--- src/rtl/rv32i_types.sv ---
// rv32i_types: shared RV32I enums for writeback mux select, load width and writeback FSM.
package rv32i_types;
    typedef enum logic [2:0] {
        WB_ALU  = 3'd0,
        WB_BR   = 3'd1,
        WB_UIMM = 3'd2,
        WB_PC4  = 3'd3,
        WB_LOAD = 3'd4
    } wbmux_sel_t;

    typedef enum logic [2:0] {
        LB  = 3'b000,
        LH  = 3'b001,
        LW  = 3'b010,
        LBU = 3'b100,
        LHU = 3'b101
    } load_funct3_t;

    typedef enum logic [1:0] {
        IDLE      = 2'd0,
        WAIT_RESP = 2'd1,
        COMMIT    = 2'd2
    } stage_wb_state_t;
endpackage

--- src/rtl/load_align.sv ---
// load_align: picks the addressed byte/half from a memory word and sign/zero-extends it.
module load_align
    import rv32i_types::*;
(
    input  logic [2:0]  funct3,
    input  logic [1:0]  addr_lo,
    input  logic [31:0] rdata,
    output logic [31:0] result
);
    logic [7:0]  b;
    logic [15:0] h;

    assign b = rdata[8*addr_lo +: 8];
    assign h = rdata[16*addr_lo[1] +: 16];

    always_comb begin
        result = funct3 == LB  ? {{24{b[7]}}, b}  :
                 funct3 == LBU ? {24'b0, b}       :
                 funct3 == LH  ? {{16{h[15]}}, h} :
                 funct3 == LHU ? {16'b0, h}       : rdata;
    end
endmodule

--- src/rtl/stage_wb.sv ---
// stage_wb: RV32I writeback stage; holds loads until the data response, then writes the regfile for one cycle.
// Optional STAGE_WB_RETIRE_CNT_EN adds a 64-bit retire counter output.
module stage_wb
    import rv32i_types::*;
#(
    parameter int XLEN = 32
) (
    input  logic            clk,
    input  logic            rst_n,
    input  logic            in_valid,
    output logic            in_ready,
    input  logic            flush,
    input  logic            in_ld_regfile,
    input  logic [4:0]      in_rd,
    input  wbmux_sel_t      in_wbmux_sel,
    input  logic [2:0]      in_funct3,
    input  logic [1:0]      in_addr_lo,
    input  logic [XLEN-1:0] in_alu_out,
    input  logic [XLEN-1:0] in_u_imm,
    input  logic [XLEN-1:0] in_pc_plus4,
    input  logic            in_br_en,
    input  logic            dmem_resp,
    input  logic [XLEN-1:0] dmem_rdata,
    output logic            load_regfile,
    output logic [4:0]      rd,
    output logic [XLEN-1:0] wb_data,
    output logic            busy
`ifdef STAGE_WB_RETIRE_CNT_EN
    ,
    output logic [63:0]     retire_cnt
`endif
);
    stage_wb_state_t state, state_n;
    logic            accept, is_load, from_wait, ld_q, pend_ld;
    logic [4:0]      pend_rd;
    logic [2:0]      pend_f3;
    logic [1:0]      pend_lo;
    logic [XLEN-1:0] aligned, wb_n;

    assign in_ready     = state != WAIT_RESP;
    assign busy         = state != IDLE;
    assign accept       = in_valid && in_ready && !flush;
    assign is_load      = in_wbmux_sel == WB_LOAD;
    assign from_wait    = state == WAIT_RESP;
    assign load_regfile = state == COMMIT && ld_q && rd != 5'd0;

    // A waiting load aligns with its stored width/offset; otherwise the offered instruction's fields are used.
    load_align u_align (
        .funct3  (from_wait ? pend_f3 : in_funct3),
        .addr_lo (from_wait ? pend_lo : in_addr_lo),
        .rdata   (dmem_rdata),
        .result  (aligned)
    );

    always_comb begin
        state_n = from_wait ? (dmem_resp ? COMMIT : WAIT_RESP) :
                  accept    ? ((!is_load || dmem_resp) ? COMMIT : WAIT_RESP) : IDLE;
        wb_n    = (from_wait || is_load)   ? aligned :
                  in_wbmux_sel == WB_BR    ? {{(XLEN-1){1'b0}}, in_br_en} :
                  in_wbmux_sel == WB_UIMM  ? in_u_imm :
                  in_wbmux_sel == WB_PC4   ? in_pc_plus4 : in_alu_out;
    end

    always_ff @(posedge clk or negedge rst_n) begin
        if (!rst_n) begin
            state   <= IDLE;
            ld_q    <= 1'b0;
            rd      <= '0;
            wb_data <= '0;
            pend_ld <= 1'b0;
            pend_rd <= '0;
            pend_f3 <= '0;
            pend_lo <= '0;
        end else begin
            state <= state_n;
            if (accept) begin
                pend_ld <= in_ld_regfile;
                pend_rd <= in_rd;
                pend_f3 <= in_funct3;
                pend_lo <= in_addr_lo;
            end
            if (state_n == COMMIT) begin
                ld_q    <= from_wait ? pend_ld : in_ld_regfile;
                rd      <= from_wait ? pend_rd : in_rd;
                wb_data <= wb_n;
            end
        end
    end

`ifdef STAGE_WB_RETIRE_CNT_EN
    always_ff @(posedge clk or negedge rst_n) begin
        if (!rst_n) retire_cnt <= '0;
        else if (state == COMMIT) retire_cnt <= retire_cnt + 64'd1;
    end
`endif
endmodule

--- config.mk ---
export PLATFORM = sky130hd
export DESIGN_NAME = stage_wb
export DESIGN_NICKNAME = d
export VERILOG_FILES = /design/src/rtl/rv32i_types.sv /design/src/rtl/load_align.sv /design/src/rtl/stage_wb.sv
export SDC_FILE = /design/constraint.sdc
export NUM_CORES = 1
export LEC_CHECK = 0
export ABC_CLOCK_PERIOD_IN_PS = 5000
export CAP_MARGIN = 40
export CORE_ASPECT_RATIO = 1.5
export CORE_MARGIN = 1.5
export CORE_UTILIZATION = 30
export CTS_BUF_LIST = sky130_fd_sc_hd__clkbuf_8
export CTS_CLUSTER_SIZE = 12
export DETAILED_ROUTE_END_ITERATION = 8
export PLACE_DENSITY = 0.69
export SYNTH_ARGS = -nofsm -noshare
export SYNTH_HDL_FRONTEND = slang
export SYNTH_SLANG_ARGS = --single-unit
--- constraint.sdc ---
create_clock -name clk -period 5 [get_ports clk]
set_clock_uncertainty 0.05 [all_clocks]
set_input_delay 1 -clock clk [delete_from_list [all_inputs] [get_ports clk]]
set_output_delay 1 -clock clk [all_outputs]
set_load 0.02 [all_outputs]
# Word-level counts from Yosys, hierarchy flattened
# Cells that the tools add are included.
op_classes:
  add_sub_neg: 0
  mul: 0
  n_div: 0
  n_lt_le_gt_ge: 0
  n_eq_ne: 11
  n_shift: 2
  n_mux: 16
  bitwise_logic: 0
  reduce_logical: 11
op_table:
  columns: ["operator", "n"]
  rows:
  - ["32-bit two-way mux", 8]
  - ["32-bit by 6-bit variable part select with 16-bit output", 1]
  - ["32-bit by 6-bit variable part select with 8-bit output", 1]
  - ["2-bit two-way mux", 5]
  - ["3-bit == test (second input constant)", 3]
  - ["3-bit by 1-bit == test with 1-bit output (second input constant)", 2]
  - ["3-bit by 2-bit == test with 1-bit output (second input constant)", 2]
  - ["5-bit two-way mux", 1]
  - ["5-bit nonzero test", 1]
  - ["2-bit == test (second input constant)", 2]
  - ["1-bit logical AND", 4]
  - ["3-bit logical NOT", 1]
  - ["3-bit two-way mux", 1]
  - ["2-bit by 1-bit == test with 1-bit output (second input constant)", 1]
  - ["1-bit logical NOT", 2]
  - ["1-bit logical OR", 2]
  - ["2-bit by 1-bit inequality test with 1-bit output (second input constant)", 1]
  - ["2-bit nonzero test", 1]
  - ["1-bit two-way mux", 1]
totals:
  register_bits: 51
  latchBits: 0
  ram_bits: 0
  romBits: 0
  input_bits: 148
  out_inout_bits: 40
  wordCells: 48
  mem_count: 0

# Logic depth before layout (Yosys ltp)
# Gate-level depths: netlist (run 1).
depth:
  word_depth: 8
  depth_mapped: 9
  mapped_depth_nobuf: 6

# Hierarchy
# Synthesis (run 1) repeated with hierarchy kept, for this count alone.
unflattened:
  hier_cells: 435
  area_unflattened_um2: 4205.3
by_module_without_submodules:
  columns: ["module", "instances", "cells_per_inst", "area_per_inst_um2", "seq_area_each_um2"]
  rows:
  - ["stage_wb", 1, 308, 3274.4, 1276.2]
  - ["load_align", 1, 127, 930.9, 0.0]

# Worst setup path before layout (run 1)
# No wires, ideal clock.
synth_timing:
  path_type: "input to register"
  startpoint: "input port in_wbmux_sel[0]"
  endpoint: "register wb_data[21]"
  setup_time_ps: 81
  t_arrival_ps: 2431
  required_ps: 4869
  slack_ps: 2437
  path_stages: 8
  n_path_buf: 3
  path_cell_list: "buf_2 nor3b_2 or2_1 buf_4 o2111ai_1 o32a_4 buf_6 a31oi_2"
synth_via:
  elab_chain_len: 7
  elab_cells_between_ends: 15
  classes_between: "eq/ne (5); mux (7); reduce/logical (3)"
synth_lines:
  columns: ["element", "line_no", "rtl"]
  rows:
  - ["start, declared", "stage_wb.sv:15", "input wbmux_sel_t in_wbmux_sel,"]
  - ["3-bit == test", "stage_wb.sv:43", "assign is_load = in_wbmux_sel == WB_LOAD;"]
  - ["1-bit logical NOT", "stage_wb.sv:57", "accept ? ((!is_load || dmem_resp) ? COMMIT : WAIT_RESP) : IDLE;"]
  - ["1-bit logical OR", "stage_wb.sv:57", null]
  - ["2-bit two-way mux (2 in a row)", "stage_wb.sv:57", null]
  - ["2-bit two-way mux", "stage_wb.sv:56", "state_n = from_wait ? (dmem_resp ? COMMIT : WAIT_RESP) :"]
  - ["2-bit == test", "stage_wb.sv:82", "if (state_n == COMMIT) begin"]
  - ["end signal, assigned", "stage_wb.sv:85", "wb_data <= wb_n;"]
  - ["end, declared", "stage_wb.sv:26", "output logic [XLEN-1:0] wb_data,"]
# Parallel ways exist; a longest one is shown, timed or not.
# A chain may end at the register's enable or synchronous reset.

# Final worst setup path (run 1)
layout_timing:
  startpoint: "input port in_wbmux_sel[2]"
  endpoint: "register wb_data[3]"
# Same word-level chain as after synthesis.

==> impl_metrics.json, run 1 <==
{
  "status": "finished, final reports clean",
  "htree_levels": 2,
  "ir_worst_vdd_uv": 104,
  "place_worst_setup_slack_ns": 1.42,
  "cp_cell_sequence": "clkdlybuf4s50_1 > nor3b_2 > nand2b_1 > and2_2 > buf_4 > mux2i_1 > o211ai_1",
  "synth-seq-cells": 51,
  "rsz0062_at_grt": "no",
  "fin_area_mm2": 0.00593,
  "dr.pass1.iters": 4,
  "clkTransAtPathRegs_ns": 0.10,
  "finalCritPeriodShare_pct": 64.4,
  "worstHoldPathCells": 2,
  "synth_edf_count": 0,
  "tns_ns": 0,
  "core-area_mm2": 0.0126,
  "drc": 0,
  "cts_root_buffer": "clkbuf_8",
  "grt-ovfl-total": 0,
  "drtIter0Drc": 167,
  "rr_startpoint": "state[0]",
  "cts_tree": "done",
  "boundaryPins": 188,
  "initial_core_util_pct": 30.9,
  "critical_path.max_fanout": 27,
  "diodes": 0,
  "slowest_delay_ns": 0.55,
  "clk_path_buf_depth": 2,
  "maxSlewViolCount": 0,
  "die_area_mm2": 0.0137,
  "hold_violations": 0,
  "endpoint_kind": "register",
  "arrival_ns": 3.37,
  "ys_warn_count": 0,
  "timing.final.ws_setup_ns": 1.78,
  "finalCriticalPeriod_ns": 3.22,
  "required_ns": 5.15,
  "place.gp.congestion": 0.811,
  "layout.cells.most_common": "clkdlybuf4s50_1",
  "hold_buffers": 0,
  "p_per_area_mw_per_mm2": 240,
  "netlist_area_mm2": 0.00388,
  "synth_nets": 552,
  "maxSlewHeadroom_pct": 50.4,
  "area_growth_pct": 52.8,
  "synth-main-ff-cell": "dfrtp_1",
  "hold_start": "wb_data[7]",
  "worstMarginPinSlew_ns": 0.744,
  "timing.rr.end": "wb_data[3]",
  "synth_cell_type_count": 50,
  "die_h_um": 142,
  "cap_violations": 0,
  "grt_max_degree": 52,
  "io_buffer_count": 187,
  "cpMaxStageDelayCell": "and2_2",
  "holdPathEnd": "wb_data[7]",
  "track_usage_pct": 20.6,
  "cts_sinks": 51,
  "final_cell_mix": "185 x clkdlybuf4s50_1, 52 x nor2_1, 51 x mux2i_1, 51 x dfrtp_1, 28 x a21oi_1",
  "numCtsBuffers": 5,
  "cts_setup_buffers": 0,
  "cts_resized": 0,
  "via_count": 3957,
  "insertion_delay_ns": 0.31,
  "ff2ff_path_depth": 7,
  "cp-start-kind": "input pin",
  "postSynthCellCount": 404,
  "num_rows": 50,
  "grt_pass1_vias": 4036,
  "drive_above_1_share_pct": 11.9,
  "hpwl_mm": 11.3,
  "fp.dieW_um": 95.9,
  "wl_per_cell_um": 19.6,
  "max_freq_mhz": 310,
  "ant_nets": 0,
  "timing.hold.ws_ns": 0.464,
  "worstSetupPathType": "in -> reg",
  "dpl_cell_area_mm2": 0.00583,
  "syn_avg_cell_area_um2": 9.62,
  "hp-class": "reg -> reg",
  "vias_per_cell": 5.43,
  "power_leakage_uw": 0.00226,
  "nNetsFinal": 720,
  "regToRegSetupSlack_ns": 2.12,
  "synthArstFlopShare_pct": 100,
  "fill_cells": 1171,
  "yosysSeqAreaShare_pct": 32.9,
  "wl_mm": 14.3,
  "grt_pass1_wl_mm": 21.5,
  "grt_antenna_before_repair": 2,
  "setup_viol": 0
}
[area by class of cell]
class                           instances  area (um2)  area share [%]
Clock buffer                            7        96.3            1.62
Clock inverter                          1        3.75          0.0633
Inverter                                4        22.5           0.380
Multi-Input combinational cell        312        2390            40.2
Sequential cell                        51        1280            21.5
Tap cell                              156         195            3.29
Timing Repair Buffer                  198        1950            32.9
[through the flow]
| stage | cells | total power, uW | utilization (%) |
|---|---|---|---|
| 2_1_floorplan | 404 | 835 | - |
| 3_3_place_gp | 720 | 1150 | 46.3 |
| 3_5_place_dp | 721 | 1160 | 46.4 |
| 4_1_cts | 729 | 1430 | 47.2 |
| 5_1_grt | 729 | 1490 | 47.2 |
| 6_report | 729 | 1420 | 47.2 |
[flip-flops by register name (all words and copies together) (netlist names)]
register	flops
wb_data	32
pend_f3	3
ld_q	1
pend_ld	1
pend_rd	5
state	2
rd	5
pend_lo	2
[power by group]
part           internal (uW)  switching, uW
registers                487           50.0
logic                    327            287
clock network            125            148
[cell families (layout without fill, tap and decap cells)]
group / Yosys count / after routing / synth area share [%]
buffers and inverters: 41 / 210 / 5.99
DFF: 51 / 51 / 32.9
AOI/OAI and AO/OA: 123 / 123 / 23.4
and+or+nand+nor: 109 / 109 / 13.6
muxes: 79 / 79 / 24.0
xor gates and xnor gates: 1 / 1 / 0.225
[metal layers]
| metal | vias up | part of all wire [%] | GRT usage (%) |
|---|---|---|---|
| met3 | 31 | 7.3 | 3.85 |
| li1 | 1886 | - | - |
| met2 | 167 | 52 | 36.4 |
| met4 | 0 | 3.0 | 7.82 |
| met1 | 1873 | 38 | 24.2 |
| met5 | - | 0 | 0 |
[worst max-delay path: cells and delay by family]
family	cells	cell delay [ns]
compound gates	1	0.11
buf+inv	2	0.94
mux	1	0.25
simple gates	3	1.05
[how the worst max path moves through the flow]
stage                     from           to  slack, ns  cells past startpoint
5_1_grt        in_wbmux_sel[2]   wb_data[2]       1.55                      7
6_report       in_wbmux_sel[2]   wb_data[3]       1.78                      7
4_1_cts        in_wbmux_sel[2]   wb_data[3]       1.76                      7
3_5_place_dp   in_wbmux_sel[2]   wb_data[3]       1.42                      7
2_1_floorplan  in_wbmux_sel[0]  wb_data[21]       2.44                      8
3_3_place_gp   in_wbmux_sel[2]   wb_data[5]       1.45                      7
[cell usage after synthesis, types with 2 or more instances]
cell / instances / share of area [%]
dfrtp_1: 51 / 33
o211ai_1: 17 / 3.3
o31ai_1: 2 / 0.39
a21oi_1: 28 / 3.6
nand3_1: 2 / 0.26
mux2i_1: 51 / 13
clkbuf_1: 12 / 1.2
buf_6: 6 / 1.7
nand2b_1: 3 / 0.48
nor2_1: 52 / 5.0
buf_1: 2 / 0.19
a31oi_2: 10 / 3.2
buf_4: 2 / 0.39
mux2i_4: 2 / 1.2
buf_2: 15 / 1.9
o21ai_0: 2 / 0.26
nand2_1: 21 / 2.0
nand4_1: 6 / 0.97
nor3b_1: 8 / 1.5
o22ai_1: 9 / 1.4
mux2_2: 18 / 5.2
inv_1: 3 / 0.29
or2_1: 3 / 0.48
nor2b_1: 2 / 0.32
a311oi_1: 8 / 1.8
a211oi_1: 24 / 4.6
mux4_2: 7 / 4.1
nor3_1: 3 / 0.39
a31oi_1: 14 / 2.3
No activity file was read; power rests on OpenSTA's default activity.
==> run 2: changes to the inputs <==
--- a/config.mk
+++ b/config.mk
@@ -5,7 +5,7 @@
 export SDC_FILE = /design/constraint.sdc
 export NUM_CORES = 1
 export LEC_CHECK = 0
-export ABC_CLOCK_PERIOD_IN_PS = 5000
+export ABC_CLOCK_PERIOD_IN_PS = 2800
 export CAP_MARGIN = 40
 export CORE_ASPECT_RATIO = 1.5
 export CORE_MARGIN = 1.5
@@ -13,7 +13,7 @@
 export CTS_BUF_LIST = sky130_fd_sc_hd__clkbuf_8
 export CTS_CLUSTER_SIZE = 12
 export DETAILED_ROUTE_END_ITERATION = 8
-export PLACE_DENSITY = 0.69
+export PLACE_DENSITY = 0.72
 export SYNTH_ARGS = -nofsm -noshare
 export SYNTH_HDL_FRONTEND = slang
 export SYNTH_SLANG_ARGS = --single-unit
==> constraint.sdc (replaced) <==
create_clock -name clk -period 2.8 [get_ports clk]
set_clock_uncertainty 0.05 [all_clocks]
set_input_delay 0.56 -clock clk [delete_from_list [all_inputs] [get_ports clk]]
set_output_delay 0.56 -clock clk [all_outputs]
set_load 0.02 [all_outputs]
==> impl_metrics.json, run 2 (same netlist as run 1, synthesis figures left out) <==
{
  "status": "finished, final reports clean",
  "cts_sinks": 51,
  "cts_setup_buffers": 0,
  "path_buf_inv": 1,
  "finalCritPeriodShare_pct": 92.2,
  "core-area_mm2": 0.0126,
  "largest-register": "wb_data",
  "p_sw_share_pct": 34.0,
  "timing.hold.ws_ns": 0.0709,
  "arrival_ns": 1.97,
  "required_ns": 2.19,
  "hp-class": "in -> async",
  "rr_startpoint": "state[0]",
  "finalCriticalPeriod_ns": 2.58,
  "io_buffer_count": 187,
  "setup_viol": 0,
  "max_freq_mhz": 387,
  "ant_nets": 0,
  "cpMaxStageDelayCell": "clkdlybuf4s50_1",
  "slowest_delay_ns": 0.56,
  "critical_path.max_fanout": 3,
  "fin_area_mm2": 0.00606,
  "grt_pass1_vias": 4107,
  "cts_root_buffer": "clkbuf_8",
  "area_growth_pct": 56.0,
  "cp-start-kind": "register",
  "initial_core_util_pct": 30.9,
  "fp.dieW_um": 95.9,
  "ir_worst_vdd_uv": 205,
  "cap_violations": 0,
  "cp_cell_sequence": "or4_1 > nor2_1 > nor3_1 > clkdlybuf4s50_1",
  "dp.cells": 730,
  "top_regs": "wb_data: 32 flops, pend_rd: 5 flops, rd: 5 flops",
  "grt-ovfl-total": 0,
  "maxSlewViolCount": 0,
  "switching_power_uw": 892,
  "htree_levels": 2,
  "drtIter0Drc": 149,
  "dpl_cell_area_mm2": 0.00594,
  "maxSlewHeadroom_pct": 61.7,
  "largest_reg_flops": 32,
  "cts_resized": 0,
  "tns_ns": 0,
  "clk_path_buf_depth": 2,
  "regToRegSetupSlack_ns": 0.45,
  "fill_cells": 1178,
  "grt_max_degree": 55,
  "track_usage_pct": 20.6,
  "cts_tree": "done",
  "vias_per_cell": 5.44,
  "pwr-share-clk_pct": 20.7,
  "rsz0062_at_grt": "no",
  "dr.pass1.iters": 4,
  "numCtsBuffers": 5,
  "wl_per_cell_um": 19.4,
  "die_h_um": 142,
  "boundaryPins": 188,
  "stdcell_count": 739,
  "clkTransAtPathRegs_ns": 0.10,
  "hold_buffers": 0,
  "hold_violations": 0,
  "drive_above_1_share_pct": 13.4,
  "power_frac_seq_pct": 36.6,
  "die_area_mm2": 0.0137,
  "insertion_delay_ns": 0.32,
  "wl_mm": 14.3,
  "pwr-share-comb_pct": 42.7,
  "hpwl_mm": 11.4,
  "final_cell_mix": "185 x clkdlybuf4s50_1, 52 x nor2_1, 51 x mux2i_1, 51 x dfrtp_1, 28 x a21oi_1",
  "endpoint_kind": "output pin",
  "nNetsFinal": 729,
  "crit_family": "simple AND/OR/NAND/NOR gates",
  "layout.cells.most_common": "clkdlybuf4s50_1",
  "num_rows": 50,
  "p_per_area_mw_per_mm2": 433,
  "drc": 0,
  "power_leakage_uw": 0.00232,
  "final_util_pct": 48.2,
  "grt_pass1_wl_mm": 21.4,
  "worstMarginPinSlew_ns": 0.574,
  "place.gp.congestion": 0.846,
  "grt_antenna_before_repair": 0,
  "ff2ff_path_depth": 7,
  "worstSetupPathType": "reg -> out",
  "p_int_uw": 1730,
  "timing.rr.end": "wb_data[4]",
  "via_count": 4018
}
-- run 2: power by group through the flow --
stage               Combinational [uW]  Sequential, uW  Clock, uW
floorplan                          404            1090          0
global placement                  1100             974          0
detailed placement                1120             976          0
CTS                               1130             963        556
global route                      1190             979        585
finish                            1120             962        543
-- run 2: per-stage QoR --
step	worst slack [ns]	power, uW
after detailed placement	0.137	2100
after floorplan	0.677	1490
after global routing	0.133	2760
after global placement	0.149	2070
after CTS	0.196	2650
final	0.217	2630
-- run 2: routing by layer --
metal,routed length (um),global-route usage [%],up-vias
met3,927,3.79,23
met1,5460,24.4,1938
li1,-,-,1899
met4,335,7.59,0
met2,7580,36.0,158
met5,0,0,-
-- run 2: cell type report --
type,count,area [um2],area share (%)
sequential,51,1280,21.1
clock buffer,5,68.8,1.14
antenna,1,2.50,0.0413
inverter,4,22.5,0.372
tap,156,195,3.22
multi-input combinational,312,2390,39.4
clock inverter,3,43.8,0.723
timing repair buffer,207,2060,34.0
-- run 2: how the worst max path moves through the flow --
stage | from | to | slack, ns | cells after the start
2_1_floorplan | in_wbmux_sel[0] | wb_data[21] | 0.68 | 8
3_3_place_gp | in_wbmux_sel[1] | wb_data[7] | 0.15 | 7
3_5_place_dp | in_wbmux_sel[1] | wb_data[14] | 0.14 | 7
4_1_cts | rd[0] | load_regfile | 0.20 | 4
5_1_grt | rd[0] | load_regfile | 0.13 | 4
6_report | rd[0] | load_regfile | 0.22 | 4
==> run 3: changes to the inputs <==
--- a/config.mk
+++ b/config.mk
@@ -13,7 +13,7 @@
 export CTS_BUF_LIST = sky130_fd_sc_hd__clkbuf_8
 export CTS_CLUSTER_SIZE = 12
 export DETAILED_ROUTE_END_ITERATION = 8
-export PLACE_DENSITY = 0.72
+export PLACE_DENSITY = 0.63
 export SYNTH_ARGS = -nofsm -noshare
 export SYNTH_HDL_FRONTEND = slang
 export SYNTH_SLANG_ARGS = --single-unit
==> impl_metrics.json, run 3 (same netlist as run 1, synthesis figures left out) <==
{
  "hpwl_mm": 11.1,
  "drtIter0Drc": 175,
  "status": "finished, final reports clean",
  "numCtsBuffers": 5,
  "place.gp.congestion": 0.824,
  "finalCriticalPeriod_ns": 2.60,
  "insertion_delay_ns": 0.31,
  "layout.cells.most_common": "clkdlybuf4s50_1",
  "max_freq_mhz": 385,
  "ant_nets": 0,
  "regToRegSetupSlack_ns": 0.41,
  "grt_busiest_layer": "met2",
  "boundaryPins": 188,
  "wl_mm": 14.1,
  "grt_pass1_vias": 4040,
  "cpMaxStageDelayCell": "clkdlybuf4s50_1",
  "endpoint_kind": "output pin",
  "use_met1_pct": 24.0,
  "finalCritPeriodShare_pct": 92.8,
  "hold_violations": 0,
  "nNetsFinal": 728,
  "clkTransAtPathRegs_ns": 0.10,
  "dr.pass1.iters": 4,
  "tns_ns": 0,
  "cap_violations": 0,
  "critical_path.max_fanout": 3,
  "htree_levels": 2,
  "die_area_mm2": 0.0137,
  "setup_viol": 0,
  "num_rows": 50,
  "place_worst_setup_slack_ns": 0.194,
  "wl_per_cell_um": 19.1,
  "initial_core_util_pct": 30.9,
  "power_leakage_uw": 0.00230,
  "cts_root_buffer": "clkbuf_8",
  "grt_max_degree": 55,
  "use_met3_pct": 2.88,
  "io_buffer_count": 187,
  "cp_cell_sequence": "or4_1 > nor2_1 > nor3_1 > clkdlybuf4s50_1",
  "hold_buffers": 0,
  "clk_path_buf_depth": 2,
  "vias_per_cell": 5.35,
  "timing.final.ws_setup_ns": 0.202,
  "ir_worst_vdd_uv": 214,
  "top_regs": "wb_data: 32 flops, pend_rd: 5 flops, rd: 5 flops",
  "rsz0062_at_grt": "no",
  "via_count": 3945,
  "drive_above_1_share_pct": 13.1,
  "fp.dieW_um": 95.9,
  "cts_resized": 0,
  "timing.rr.end": "wb_data[7]",
  "largest-register": "wb_data",
  "track_usage_pct": 20.6,
  "maxSlewHeadroom_pct": 53.9,
  "grt_pass1_wl_mm": 21.4,
  "area_growth_pct": 54.7,
  "cts_setup_buffers": 0,
  "largest_reg_flops": 32,
  "ff2ff_path_depth": 7,
  "grt-ovfl-total": 0,
  "maxSlewViolCount": 0,
  "required_ns": 2.19,
  "grt_antenna_before_repair": 0,
  "cts_sinks": 51,
  "grtUsageMet2_pct": 37.5,
  "worstSetupPathType": "reg -> out",
  "core-area_mm2": 0.0126,
  "cp-start-kind": "register",
  "hp-class": "in -> async",
  "worstMarginPinSlew_ns": 0.692,
  "die_h_um": 142,
  "diodes": 0,
  "cts_tree": "done",
  "p_per_area_mw_per_mm2": 417,
  "slowest_delay_ns": 0.54,
  "final_cell_mix": "185 x clkdlybuf4s50_1, 52 x nor2_1, 51 x mux2i_1, 51 x dfrtp_1, 28 x a21oi_1",
  "arrival_ns": 1.99,
  "rr_startpoint": "state[0]",
  "drc": 0
}
[run 3: how the worst max path moves through the flow]
stage                     cells past startpoint           end  slack [ns]       startpoint
after floorplan                               8   wb_data[21]        0.68  in_wbmux_sel[0]
final                                         4  load_regfile        0.20            rd[0]
after detailed placement                      7   wb_data[12]        0.19  in_wbmux_sel[1]
after global routing                          4  load_regfile        0.12            rd[0]
after CTS                                     4  load_regfile        0.20            rd[0]
after global placement                        7   wb_data[13]        0.23  in_wbmux_sel[1]
[run 3: cell type report]
cell class / count / area (um2)
tap: 156 / 195
sequential: 51 / 1280
clock inverter: 3 / 16.3
multi-input combinational: 312 / 2390
timing repair buffer: 206 / 2040
inverter: 4 / 22.5
clock buffer: 5 / 68.8
fill: 1208 / 6570
[run 3: worst max-delay path: cells and delay by family (launching register included)]
kind                   cells  cell delay, ns
DFF                        1            0.41
and+or+nand+nor            3            0.73
buffers and inverters      1            0.54
[run 3: stage by stage]
stage | utilization (%) | power, uW | hold slack, ns | instances | instance area, um2
after floorplan | - | 1490 | 0.214 | 404 | 3880
after global placement | 47.1 | 2070 | 0.438 | 729 | 5920
after detailed placement | 47.1 | 2090 | 0.443 | 729 | 5920
after CTS | 47.8 | 2530 | 0.343 | 737 | 6010
after global routing | 47.8 | 2640 | 0.385 | 737 | 6010
final | 47.8 | 2510 | 0.309 | 737 | 6010
[run 3: power breakdown]
group | switching (uW) | internal, uW | leakage (uW) | total, uW
clock | 263 | 172 | 0.0000453 | 435
combinational | 516 | 595 | 0.00167 | 1110
sequential | 90.0 | 869 | 0.000590 | 959
[run 3: per-layer routing]
| metal | up-vias | part of all wire, % |
|---|---|---|
| li1 | 1896 | - |
| met1 | 1883 | 38 |
| met2 | 149 | 54 |
| met3 | 17 | 6.4 |
| met4 | 0 | 2.0 |
| met5 | - | 0 |
